File: config.mk
export PLATFORM = sky130hd
export DESIGN_NAME = mem_fill
export DESIGN_NICKNAME = d
export VERILOG_FILES = /design/src/rtl/threadbrain_pkg.sv /design/src/rtl/rr_arbiter.sv /design/src/rtl/mem_fill.sv
export SDC_FILE = /design/constraint.sdc
export NUM_CORES = 1
export LEC_CHECK = 0
export ABC_AREA = 1
export CORE_UTILIZATION = 40
export DETAILED_ROUTE_END_ITERATION = 10
export DONT_BUFFER_PORTS = 1
export RECOVER_POWER = 50
export SYNTH_ARGS = -nofsm -noshare
export SYNTH_HDL_FRONTEND = slang
export SYNTH_SLANG_ARGS = --single-unit
File: constraint.sdc
create_clock -name clk -period 2.7 [get_ports clk]
set_clock_uncertainty 0.1 [all_clocks]
set_input_delay 0.54 -clock clk [delete_from_list [all_inputs] [get_ports clk]]
set_output_delay 0.54 -clock clk [all_outputs]
set_load 0.01 [all_outputs]
File: src/rtl/threadbrain_pkg.sv
// Shared register-file layout and fill FSM encoding for the thread-brain memory path.
package threadbrain_pkg;

  localparam int unsigned RF_ENTRY_W = 35;
  localparam int unsigned VAL_LSB    = 0;
  localparam int unsigned TAG_LSB    = 16;
  localparam int unsigned LOCKED_BIT = 32;
  localparam int unsigned RETR_BIT   = 33;
  localparam int unsigned VALID_BIT  = 34;

  typedef enum logic [1:0] {IDLE, REQ, WB, COOL} fill_state_e;

  // Index width that never collapses to zero bits.
  function automatic int unsigned idx_width(input int unsigned n);
    return (n > 1) ? $clog2(n) : 1;
  endfunction

endpackage

File: src/rtl/rr_arbiter.sv
// Combinational round-robin picker: first set bit of eligible at or after ptr, wrapping.
module rr_arbiter
  import threadbrain_pkg::*;
#(
  parameter int unsigned N = 4
) (
  input  logic [N-1:0]              eligible,
  input  logic [idx_width(N)-1:0]   ptr,
  output logic [idx_width(N)-1:0]   grant,
  output logic                      any_valid
);

  localparam int unsigned IW = idx_width(N);

  logic [IW-1:0] idx;

  // Walk from the farthest candidate back to ptr so the nearest eligible one wins.
  always_comb begin
    grant     = '0;
    any_valid = 1'b0;
    idx       = '0;
    for (int k = N - 1; k >= 0; k--) begin
      idx = IW'((int'(ptr) + k) % int'(N));
      if (eligible[idx]) begin
        grant     = idx;
        any_valid = 1'b1;
      end
    end
  end

endmodule

File: src/rtl/mem_fill.sv
// Memory-fill stage: fetches locked, retrieval-pending cells and hands them to writeback.
// Optional ack watchdog enabled by defining MEM_FILL_TIMEOUT_EN.
module mem_fill
  import threadbrain_pkg::*;
#(
  parameter int unsigned NCORES  = 4,
  parameter int unsigned WB_LAT  = 2,
  parameter int unsigned TIMEOUT = 255
) (
  input  logic                         clk,
  input  logic                         rst,
  input  logic [NCORES*RF_ENTRY_W-1:0] rf_in,
  output logic                         mem_req,
  output logic [15:0]                  mem_addr,
  input  logic                         mem_ack,
  input  logic [15:0]                  mem_rdata,
  output logic                         wb_en_out,
  output logic [15:0]                  ptr_out,
  output logic [15:0]                  val_out,
  output logic                         busy,
  output logic                         timeout_err
);

  localparam int unsigned IW = idx_width(NCORES);
  localparam int unsigned CW = idx_width(WB_LAT + 1);

  logic [NCORES-1:0] eligible;
  logic [NCORES-1:0] val_par;
  logic [15:0]       tags [NCORES];

  for (genvar i = 0; i < NCORES; i++) begin : g_entry
    localparam int unsigned Base = i * RF_ENTRY_W;
    assign eligible[i] = rf_in[Base+VALID_BIT] & rf_in[Base+RETR_BIT] & rf_in[Base+LOCKED_BIT];
    assign tags[i]     = rf_in[Base+TAG_LSB +: 16];
    assign val_par[i]  = ^rf_in[Base+VAL_LSB +: 16];
  end

  // Cached values are not needed here; writeback supplies them.
  logic unused_bits;
  assign unused_bits = ^{val_par, TIMEOUT[0]};

  logic [IW-1:0] grant;
  logic          any_valid;
  logic [IW-1:0] rr_q, rr_d;

  rr_arbiter #(
    .N (NCORES)
  ) u_arb (
    .eligible  (eligible),
    .ptr       (rr_q),
    .grant     (grant),
    .any_valid (any_valid)
  );

  fill_state_e   state_q, state_d;
  logic [CW-1:0] cool_q, cool_d;
  logic [15:0]   addr_d, ptr_d, val_d;

`ifdef MEM_FILL_TIMEOUT_EN
  localparam int unsigned TW = (idx_width(TIMEOUT + 1) > 8) ? idx_width(TIMEOUT + 1) : 8;
  logic [TW-1:0] to_q, to_d;
  logic          err_q, err_d;
`endif

  always_comb begin
    state_d = state_q;
    rr_d    = rr_q;
    cool_d  = cool_q;
    addr_d  = mem_addr;
    ptr_d   = ptr_out;
    val_d   = val_out;
`ifdef MEM_FILL_TIMEOUT_EN
    to_d    = to_q;
    err_d   = err_q;
`endif
    unique case (state_q)
      IDLE: begin
        if (any_valid) begin
          addr_d  = tags[grant];
          rr_d    = (32'(grant) == NCORES - 1) ? '0 : grant + 1'b1;
          state_d = REQ;
`ifdef MEM_FILL_TIMEOUT_EN
          to_d    = '0;
`endif
        end
      end
      REQ: begin
        if (mem_ack) begin
          val_d   = mem_rdata;
          ptr_d   = mem_addr;
          state_d = WB;
        end
`ifdef MEM_FILL_TIMEOUT_EN
        // Give up after TIMEOUT request cycles; the entry stays eligible for a retry.
        else if (to_q == TW'(TIMEOUT - 1)) begin
          err_d   = 1'b1;
          cool_d  = '0;
          state_d = COOL;
        end else begin
          to_d    = to_q + 1'b1;
        end
`endif
      end
      WB: begin
        cool_d  = '0;
        state_d = COOL;
      end
      COOL: begin
        // Hold off new grants until the cleared locked bits are visible on rf_in.
        if (cool_q == CW'(WB_LAT)) begin
          state_d = IDLE;
        end else begin
          cool_d = cool_q + 1'b1;
        end
      end
      default: state_d = IDLE;
    endcase
  end

  always_ff @(posedge clk or posedge rst) begin
    if (rst) begin
      state_q  <= IDLE;
      rr_q     <= '0;
      cool_q   <= '0;
      mem_addr <= '0;
      ptr_out  <= '0;
      val_out  <= '0;
    end else begin
      state_q  <= state_d;
      rr_q     <= rr_d;
      cool_q   <= cool_d;
      mem_addr <= addr_d;
      ptr_out  <= ptr_d;
      val_out  <= val_d;
    end
  end

`ifdef MEM_FILL_TIMEOUT_EN
  always_ff @(posedge clk or posedge rst) begin
    if (rst) begin
      to_q  <= '0;
      err_q <= 1'b0;
    end else begin
      to_q  <= to_d;
      err_q <= err_d;
    end
  end
  assign timeout_err = err_q;
`else
  assign timeout_err = 1'b0;
`endif

  assign mem_req   = (state_q == REQ);
  assign wb_en_out = (state_q == WB);
  assign busy      = (state_q != IDLE);

endmodule
== Yosys cells after proc, flatten, opt, wreduce, memory -nomap -nowiden ==
Cells that the tools add are included.

* Bits in registers: 54

* Add/subtract/negate cells: 5
* Order comparisons: 5
* Equal/unequal tests: 9
* Mux-type cells: 26
* Bitwise logic cells: 9
* Reduce and logical (&&, ||, !) cells: 7

{| class="wikitable"
|+ Operators with widths
! cell !! count
|-
| 16-bit binary-select mux with 2-bit select || 1
|-
| 16-bit two-way mux || 2
|-
| 2-bit two-way mux || 9
|-
| 2-bit by 3-bit less-than comparator with 1-bit output (second input constant) || 4
|-
| 1-bit AND || 8
|-
| 1-bit binary-select mux with 2-bit select || 4
|-
| 2-bit equality test (second input constant) || 4
|-
| 1-bit two-way mux || 8
|-
| 2-bit case mux with 4 select lines || 1
|-
| 2-bit by 1-bit adder with 2-bit output (second input constant) || 3
|-
| 2-bit inequality test (second input constant) || 3
|-
| 2-bit AND reduction || 3
|-
| 2-bit adder (second input constant) || 2
|-
| 2-bit case mux with 2 select lines || 1
|-
| 2-bit nonzero test || 2
|-
| 3-bit >= comparator (second input constant) || 1
|-
| 2-bit inverter with 3-bit output || 1
|-
| 3-bit AND reduction || 1
|-
| 2-bit by 1-bit equality test with 1-bit output (second input constant) || 1
|-
| 2-bit zero test || 1
|-
| 2-bit by 1-bit inequality test with 1-bit output (second input constant) || 1
|}

== Longest topological paths before layout ==
Gate-level depths: netlist of the first run.

* Depth after elaboration: 12
* Gate-level depth with buffers: 16
* Depth with buffers taken out: 15

== Cells and area by module ==
From an unflattened synthesis of the first run, not the netlist that was laid out.

* Cell total of the unflattened synthesis: 417
* Area total of the unflattened synthesis: 3,334.4 sq um

{| class="wikitable"
|+ By module, submodules not included
! module !! times used !! cells each !! area an instance (sq um) !! seq. area each (sq um)
|-
| mem_fill || 1 || 373 || 3,119.2 || 1,351.3
|-
| rr_arbiter || 1 || 44 || 215.2 || 0.0
|}

== Least setup slack after synthesis of the first run ==
No wires, ideal clock.

* Kind: in2reg
* From: in rf_in[67]
* To: reg mem_addr[4]
* Library setup time: 0.116 ns
* Arrival time: 1.605 ns
* Data required time: 2.484 ns
* Path slack: 0.878 ns
* Stages on the path: 14
* Buffers on the path: 1
* Cell sequence: nand3_1 > nand2_1 > nand3_2 > nand2_1 > inv_2 > nand2_1 > nand2_1 > nand2_4 > buf_2 > nand3_1 > nand3_1 > nand2_1 > nand2_1 > nand2_1

* Longest elaborated chain between the ends: 11
* Elaborated cells on any way between the ends: 22
* Those cells by class: mux: 19; bitwise: 2; reduce/logical: 1

{| class="wikitable"
|+ Ends and longest elaborated chain
! element !! line !! RTL
|-
| from (decl) || mem_fill.sv:12 || <nowiki>input logic [NCORES*RF_ENTRY_W-1:0] rf_in,</nowiki>
|-
| 1-bit AND (*) || mem_fill.sv:33 || <nowiki>assign eligible[i] = rf_in[Base+VALID_BIT] & rf_in[Base+RETR_BIT] & rf_in[Base+LOCKED_BIT];</nowiki>
|-
| 1-bit binary-select mux with 2-bit select || rr_arbiter.sv:24 || <nowiki>if (eligible[idx]) begin</nowiki>
|-
| 1-bit two-way mux (implied by the code) || rr_arbiter.sv:24 ||
|-
| 2-bit two-way mux (4 in series) || rr_arbiter.sv:24 ||
|-
| 2-bit inverter with 3-bit output (implied by the code) || mem_fill.sv:79 || <nowiki>addr_d = tags[grant];</nowiki>
|-
| 16-bit binary-select mux with 2-bit select || mem_fill.sv:79 ||
|-
| 16-bit two-way mux (implied by the code) (2 in series) || mem_fill.sv:79 ||
|-
| to (signal assigned) || mem_fill.sv:132 || <nowiki>mem_addr <= addr_d;</nowiki>
|-
| to (decl) || mem_fill.sv:14 || <nowiki>output logic [15:0] mem_addr,</nowiki>
|}

Mark *: on every way between the ends. The rest lies on a longest branch, timed or not. The select of a mux whose other input is x is not followed.
A chain may end at the register's enable or synchronous reset.

== Final worst setup path of the first run ==
* From: reg rr_q[0]
* To: reg mem_addr[8]

* Longest elaborated chain between the ends: 11
* Elaborated cells on any way between the ends: 24
* Those cells by class: add/sub: 3; mux: 19; bitwise: 1; reduce/logical: 1

{| class="wikitable"
|+ Ends and longest elaborated chain
! element !! line !! RTL
|-
| from (decl) || mem_fill.sv:44 || <nowiki>logic [IW-1:0] rr_q, rr_d;</nowiki>
|-
| from (signal assigned) || mem_fill.sv:130 || <nowiki>rr_q <= rr_d;</nowiki>
|-
| 2-bit adder || rr_arbiter.sv:23 || <nowiki>idx = IW'((int'(ptr) + k) % int'(N));</nowiki>
|-
| 1-bit binary-select mux with 2-bit select || rr_arbiter.sv:24 ||
|-
| 1-bit two-way mux (implied by the code) || rr_arbiter.sv:24 ||
|-
| 2-bit two-way mux (4 in series) || rr_arbiter.sv:24 ||
|-
| 2-bit inverter with 3-bit output (implied by the code) || mem_fill.sv:79 ||
|-
| 16-bit binary-select mux with 2-bit select || mem_fill.sv:79 ||
|-
| 16-bit two-way mux (implied by the code) (2 in series) || mem_fill.sv:79 ||
|}

Parallel ways exist; a longest one is shown, timed or not. The select of a mux whose other input is x is not followed.

==> reports/metrics.yaml, run 1 <==
postCtsHoldBufs: 0
rows: 32
layout.cells.non_filler: 511
die_area_um2: 8335
timing.rr.end: "mem_addr[8]$_DFFE_PP0P_"
holdWs_ns: 0.2908
met2_usage_pct: 24.24
p_sw_share_pct: 51.78
grt_antenna_before_repair: 0
slowest_stage: "dfrtp_1"
max_slew_margin_pct: 13.69
final_net_count: 572
grt.overflow.total: 0
use_met3_pct: 2.596
drt_iter0_drc: 86
power_frac_comb_pct: 58.1
r2r-start: "rr_q[0]$_DFFE_PP0P_"
vias_per_cell: 4.804
die_y_um: 91.30
cp-start-kind: "flip-flop"
irDropWorstVdd_v: 0.0006538
power_per_cell_area_nw_per_um2: 1538
synth_area_um2: 3189
totalWireLength_um: 6537
diodes: 0
area_growth_pct: 4.041
cts_root_buf: "clkbuf_8"
worstPathCellList: "inv_2, nand2_2, nand2_2, nand3_2, nand2_1, nand3_1, nand2_1, nand2_4, nand2_4, nand2_1, nand3_1, nand2_1, nand2_1, nand2_1"
pwr-share-clk_pct: 8.7
coreArea_um2: 7727
worstSkewPairLatency_ns: 0.29
synth.net_count: 579
avgSynthCellArea_um2: 7.685
dpl_cell_area_um2: 3229
period_minus_slack_ns: 2.378
via_count: 2455
rsz0062_at_grt: "no"
grt_pass1_wl_um: 10360
ios: 211
setup_violations: 0
cts_tree: "yes"
antenna_left: 0
track_usage_pct: 15.51
status: "finished, final reports clean"
hp-class: "in -> reg"
tightest_slew_ns: 1.295
cts_made_buffers: 5
grt_max_degree: 55
dp_hpwl_um: 5026
yosysSeqAreaShare_pct: 42.37
fin_area_um2: 3318
power_frac_seq_pct: 33.2
ys_ff_latch: 54
die_width_um: 91.30
hold_viol: 0
critPathKind: "reg -> reg"
dr.pass1.iters: 4
cts_buffer_depth: 2
drive_above_1_share_pct: 13.20
cts_resized: 0
crit_path_end_kind: "flip-flop"
busiest_layer: "met2"
critPathCapture: "mem_addr[8]$_DFFE_PP0P_"
clkSlewWorstSetupHoldPaths_ns: 0.09
grt_pass1_vias: 2170
setup_tns_ns: 0
cts_max_level: 2
place_inst: 503
critPathLaunch: "rr_q[0]$_DFFE_PP0P_"
cp.arrival_ns: 2.47
synth_warnings: 0
place_congestion: 0.8491
fmax_mhz: 420.6
crit_required_ns: 2.79
internal_power_mw: 2.461
routedWlPerCell_um: 12.79
cts_sinks: 54
crit_top_cell: "nand2_1"
leakagePower_nw: 1.886
synth.distinct_cells: 21
drc: 0
post-route-period-util_pct: 88.07
slew_violations: 0
nFillCells: 802
synthCells: 415
p_sw_mw: 2.643
crit_path_max_incr_delay_ns: 0.47
cp_max_fo: 34
portBuffers: 0
worst-r2r-cell-count: 14
r2r_slack_ns: 0.32
start_util_pct: 41.27
drv_cap: 0
cts_setup_buffers: 0
grt_util_met1_pct: 22.13
==> registers in the layout, indices dropped and copies added, names as in the netlist <==
| name | cells |
|---|---|
| ptr_out | 16 |
| mem_addr | 16 |
| val_out | 16 |
| cool_q | 2 |
| rr_q | 2 |
| state_q | 2 |
==> layer usage <==
layer	part of all wire [%]	routed length, um	vias to the layer above
li1	-	-	1265
met1	49	3225	1077
met2	43	2828	108
met3	6.2	405	5
met4	1.2	78	0
met5	0	0	-
==> cells in the final DEF, fill, tap and decap left out <==
cell | synthesis | final
o21ai_0 | 6 | 6
clkbuf_1 | 0 | 1
nand3_1 | 75 | 75
nand2_2 | 4 | 4
mux2_2 | 32 | 32
conb_1 | 1 | 1
buf_4 | 4 | 2
clkbuf_2 | 0 | 1
dfrtp_1 | 54 | 54
o211ai_1 | 1 | 1
ha_1 | 5 | 5
clkinv_2 | 0 | 1
clkbuf_8 | 0 | 6
nand2_4 | 2 | 2
xor2_1 | 1 | 1
inv_2 | 4 | 4
inv_1 | 77 | 77
nand3_2 | 2 | 2
o22ai_1 | 1 | 1
nor2_1 | 1 | 1
nand2_1 | 130 | 130
o21ai_1 | 2 | 2
==> cells in the mapped netlist (all sizes together) <==
cell type / count / area share (%)
buf: 17 / 3.5
o21ai: 8 / 1.3
o211ai: 1 / 0.24
dfrtp: 54 / 42
xor2: 1 / 0.27
nand3: 77 / 12
conb: 1 / 0.12
nand2: 136 / 17
inv: 81 / 9.5
nor2: 1 / 0.12
ha: 5 / 2.0
mux2: 32 / 11
o22ai: 1 / 0.20
==> worst max-delay path, delay by kind of cell, from the launching register on <==
| kind | cells | cell delay, ns |
|---|---|---|
| buffers and inverters | 1 | 0.18 |
| DFF | 1 | 0.47 |
| and+or+nand+nor | 13 | 1.51 |
==> how the worst min path moves through the flow <==
stage                           from                       to  slack [ns]  cells past startpoint
2_1_floorplan  cool_q[1]$_DFFE_PP0P_    cool_q[1]$_DFFE_PP0P_        0.41                      2
3_3_place_gp   cool_q[0]$_DFFE_PP0P_    cool_q[0]$_DFFE_PP0P_        0.43                      3
3_5_place_dp   cool_q[1]$_DFFE_PP0P_    cool_q[1]$_DFFE_PP0P_        0.44                      2
4_1_cts                          rst   val_out[3]$_DFFE_PP0P_        0.22                      2
5_1_grt                 mem_rdata[6]   val_out[6]$_DFFE_PP0P_        0.28                      1
6_report               mem_rdata[14]  val_out[14]$_DFFE_PP0P_        0.29                      1
==> metrics by stage <==
step / setup slack (ns) / util [%] / power (mW)
after floorplan: 0.7454 / - / 4.270
after global placement: 0.3593 / 41.79 / 4.653
after detailed placement: 0.3538 / 41.79 / 4.709
after CTS: 0.3266 / 42.97 / 5.168
after global routing: 0.07786 / 42.94 / 5.641
final: 0.3222 / 42.94 / 5.104
==> layout make-up <==
class	count	area (um2)	share of cell area (%)
clock buffers	7	86.33	2.602
inverters	81	304.0	9.163
clock inverters	1	5.005	0.1508
flip-flops and latches	54	1351	40.72
multi-input cells	263	1424	42.91
repair buffers	3	20.02	0.6033
well taps	102	127.6	3.846
==> power by group through the flow <==
stage	logic, mW	registers, mW	clock network (mW)
detailed placement	2.99	1.72	0
finish	2.97	1.69	0.442
global placement	2.94	1.71	0
floorplan	2.66	1.61	0
global route	3.40	1.74	0.496
CTS	3.00	1.70	0.468
==> cells by family (layout without fill, tap and decap cells) <==
| kind of cell | count (synthesis) | after routing | share of synthesized area, % |
|---|---|---|---|
| DFF | 54 | 54 | 42.37 |
| adders and majority gates | 5 | 5 | 1.962 |
| xor gates and xnor gates | 1 | 1 | 0.2747 |
| muxes | 32 | 32 | 11.30 |
| other | 1 | 1 | 0.1176 |
| AOI/OAI and AO/OA | 10 | 10 | 1.687 |
| buffers and inverters | 98 | 92 | 12.99 |
| and+or+nand+nor | 214 | 214 | 29.31 |
(Power assumes the default switching activity.)
==> run 2: changes to the inputs <==
--- a/config.mk
+++ b/config.mk
@@ -10,6 +10,7 @@
 export DETAILED_ROUTE_END_ITERATION = 10
 export DONT_BUFFER_PORTS = 1
 export RECOVER_POWER = 50
+export SLEW_MARGIN = 15
 export SYNTH_ARGS = -nofsm -noshare
 export SYNTH_HDL_FRONTEND = slang
 export SYNTH_SLANG_ARGS = --single-unit
==> constraint.sdc (replaced) <==
create_clock -name clk -period 2.2 [get_ports clk]
set_clock_uncertainty 0.1 [all_clocks]
set_input_delay 0.44 -clock clk [delete_from_list [all_inputs] [get_ports clk]]
set_output_delay 0.44 -clock clk [all_outputs]
set_load 0.02 [all_outputs]
==> run 2 against run 1 <==
  * Maximum frequency rose by 14%
  * Global-route usage rose by 0.15 points
  * Power rose by 46%
  * Critical path type unchanged
==> reports/metrics.yaml, run 2 (same netlist as run 1, synthesis figures left out) <==
status: "finished, final reports clean"
antenna_left: 0  # unchanged
totalWireLength_um: 7024  # +7.4%
grt_max_degree: 35  # -36%
die_width_um: 91.30  # unchanged
crit_path_max_incr_delay_ns: 0.47  # about the same
grt_pass1_wl_um: 10520  # +1.5%
vias_per_cell: 4.893  # +1.8%
slowest_stage: "dfrtp_2"
grt.overflow.total: 0  # unchanged
final_cell_mix: "nand2_1, inv_1, nand3_1"
cts_sinks: 54  # unchanged
layout.cells.non_filler: 521  # +2.0%
final_net_count: 584  # +2.1%
cp.arrival_ns: 2.17  # -0.30 ns
dp_hpwl_um: 5119  # +1.8%
top_regs: "mem_addr x16, ptr_out x16, val_out x16"
portBuffers: 0  # unchanged
drv_cap: 0  # unchanged
cp_max_fo: 17  # -50%
rows: 32  # unchanged
grt_pass1_vias: 2211  # +1.9%
drt_iter0_drc: 139  # +62%
leakagePower_nw: 1.976  # +4.8%
coreArea_um2: 7727  # unchanged
period_minus_slack_ns: 2.078  # -0.2993 ns
worst_slack_ns: 0.1215  # -0.2007 ns
place_inst: 506  # +0.60%
via_count: 2549  # +3.8%
hold_viol: 0  # unchanged
post-place-ws_ns: 0.09047  # -0.2633 ns
slew_violations: 0  # unchanged
cts_max_level: 2  # unchanged
setup_tns_ns: 0  # unchanged
finalPower_mw: 7.464  # +46%
cts_buffer_depth: 2  # unchanged
path_delay_family: "simple AND/OR/NAND/NOR gates"
max_slew_margin_pct: 41.24  # +28 points
post-route-period-util_pct: 94.48  # +6.4 points
setup_violations: 0  # unchanged
irDropWorstVdd_v: 0.001017  # +56%
drive_above_1_share_pct: 16.47  # +3.3 points
die_y_um: 91.30  # unchanged
critPathKind: "reg -> reg"
cts_root_buf: "clkbuf_8"
fmax_mhz: 481.1  # +14%
tightest_slew_ns: 0.8805  # -0.4141 ns
crit_path_end_kind: "flip-flop"
hp-class: "in -> reg"
place_congestion: 0.8520  # +0.34%
crit_required_ns: 2.29  # -0.50 ns
power_per_cell_area_nw_per_um2: 2114  # +37%
crit_top_cell: "nand2_1"
cts_made_buffers: 5  # unchanged
layout_commonest_cell: "nand2_1"
die_area_um2: 8335  # unchanged
worstSkewPairLatency_ns: 0.30  # about the same
track_usage_pct: 15.66  # +0.15 points
grt_antenna_before_repair: 0  # unchanged
worstPathCellList: "inv_4, nand2_2, nand2_2, nand3_2, nand2_1, nand3_2, nand2_2, nand2_4, buf_12, nand2_8, nand2_1, nand3_1, nand2_1, nand2_1, nand2_1"
area_growth_pct: 10.71
cts_tree: "yes"
routedWlPerCell_um: 13.48  # +5.4%
clkSlewWorstSetupHoldPaths_ns: 0.09  # about the same
diodes: 0  # unchanged
critPathBufInv: 2  # +1
drc: 0  # unchanged
cp-start-kind: "flip-flop"
ios: 211  # unchanged
dr.pass1.iters: 4  # unchanged
start_util_pct: 41.27  # unchanged
-- run 2: cell count changes in the layout (fill, tap and decap cells not counted), sizes merged --
cell	change
clkinv	-1
buf	+8
nand2	+1
clkbuf	+1
dlygate4sd3	+1
-- run 2: path summary, 6_finish.rpt --
kind | slack [ns] | cells after the start | to | from
setup / recovery | 0.12 | 15 | mem_addr[12]$_DFFE_PP0P_ | rr_q[0]$_DFFE_PP0P_
hold / removal | 0.20 | 1 | val_out[10]$_DFFE_PP0P_ | mem_rdata[10]
setup reg to reg | 0.12 | 15 | mem_addr[12]$_DFFE_PP0P_ | rr_q[0]$_DFFE_PP0P_
hold reg to reg | 0.45 | 3 | cool_q[0]$_DFFE_PP0P_ | cool_q[0]$_DFFE_PP0P_
max in group asynchronous | 0.32 | 3 | ptr_out[11]$_DFFE_PP0P_ | rst
min in group asynchronous | 0.67 | 2 | state_q[0]$_DFFE_PP0P_ | rst
-- run 2: layout make-up --
cell class,instances,area [um2]
fillers,798,4197
multi-input cells,264,1468
well taps,102,127.6
inverters,81,306.5
flip-flops and latches,54,1354
repair buffers,14,192.7
clock buffers,6,82.58
-- run 2: per-stage QoR --
step | instance area [um2] | hold WS (ns) | utilization (%)
detailed placement | 3289 | 0.2970 | 42.57
CTS | 3382 | 0.1876 | 43.77
global route | 3531 | 0.1851 | 45.69
finish | 3531 | 0.1986 | 45.69
global placement | 3289 | 0.2889 | 42.57
floorplan | 3189 | 0.4067 | -
-- run 2: repair_timing --
action                                 4_1_cts  5_1_grt
setup endpoints to repair                    0       17
gates resized for setup                      0        9
endpoints found under the hold margin       23        0
hold buffers                                 1        0
buffers inserted                             0        5
-- run 2: power by group --
| group | switching, mW | total (mW) | internal [mW] |
|---|---|---|---|
| Combinational | 2.68 | 4.53 | 1.85 |
| Sequential | 0.917 | 2.41 | 1.50 |
| Clock | 0.277 | 0.520 | 0.243 |
-- run 2: per-layer routing --
metal / wire, um / share of wire, % / global-route usage (%)
met5: 0 / 0 / 0
met4: 35 / 0.50 / 4.762
met3: 364 / 5.2 / 2.178
met2: 3276 / 47 / 24.18
met1: 3347 / 48 / 22.71
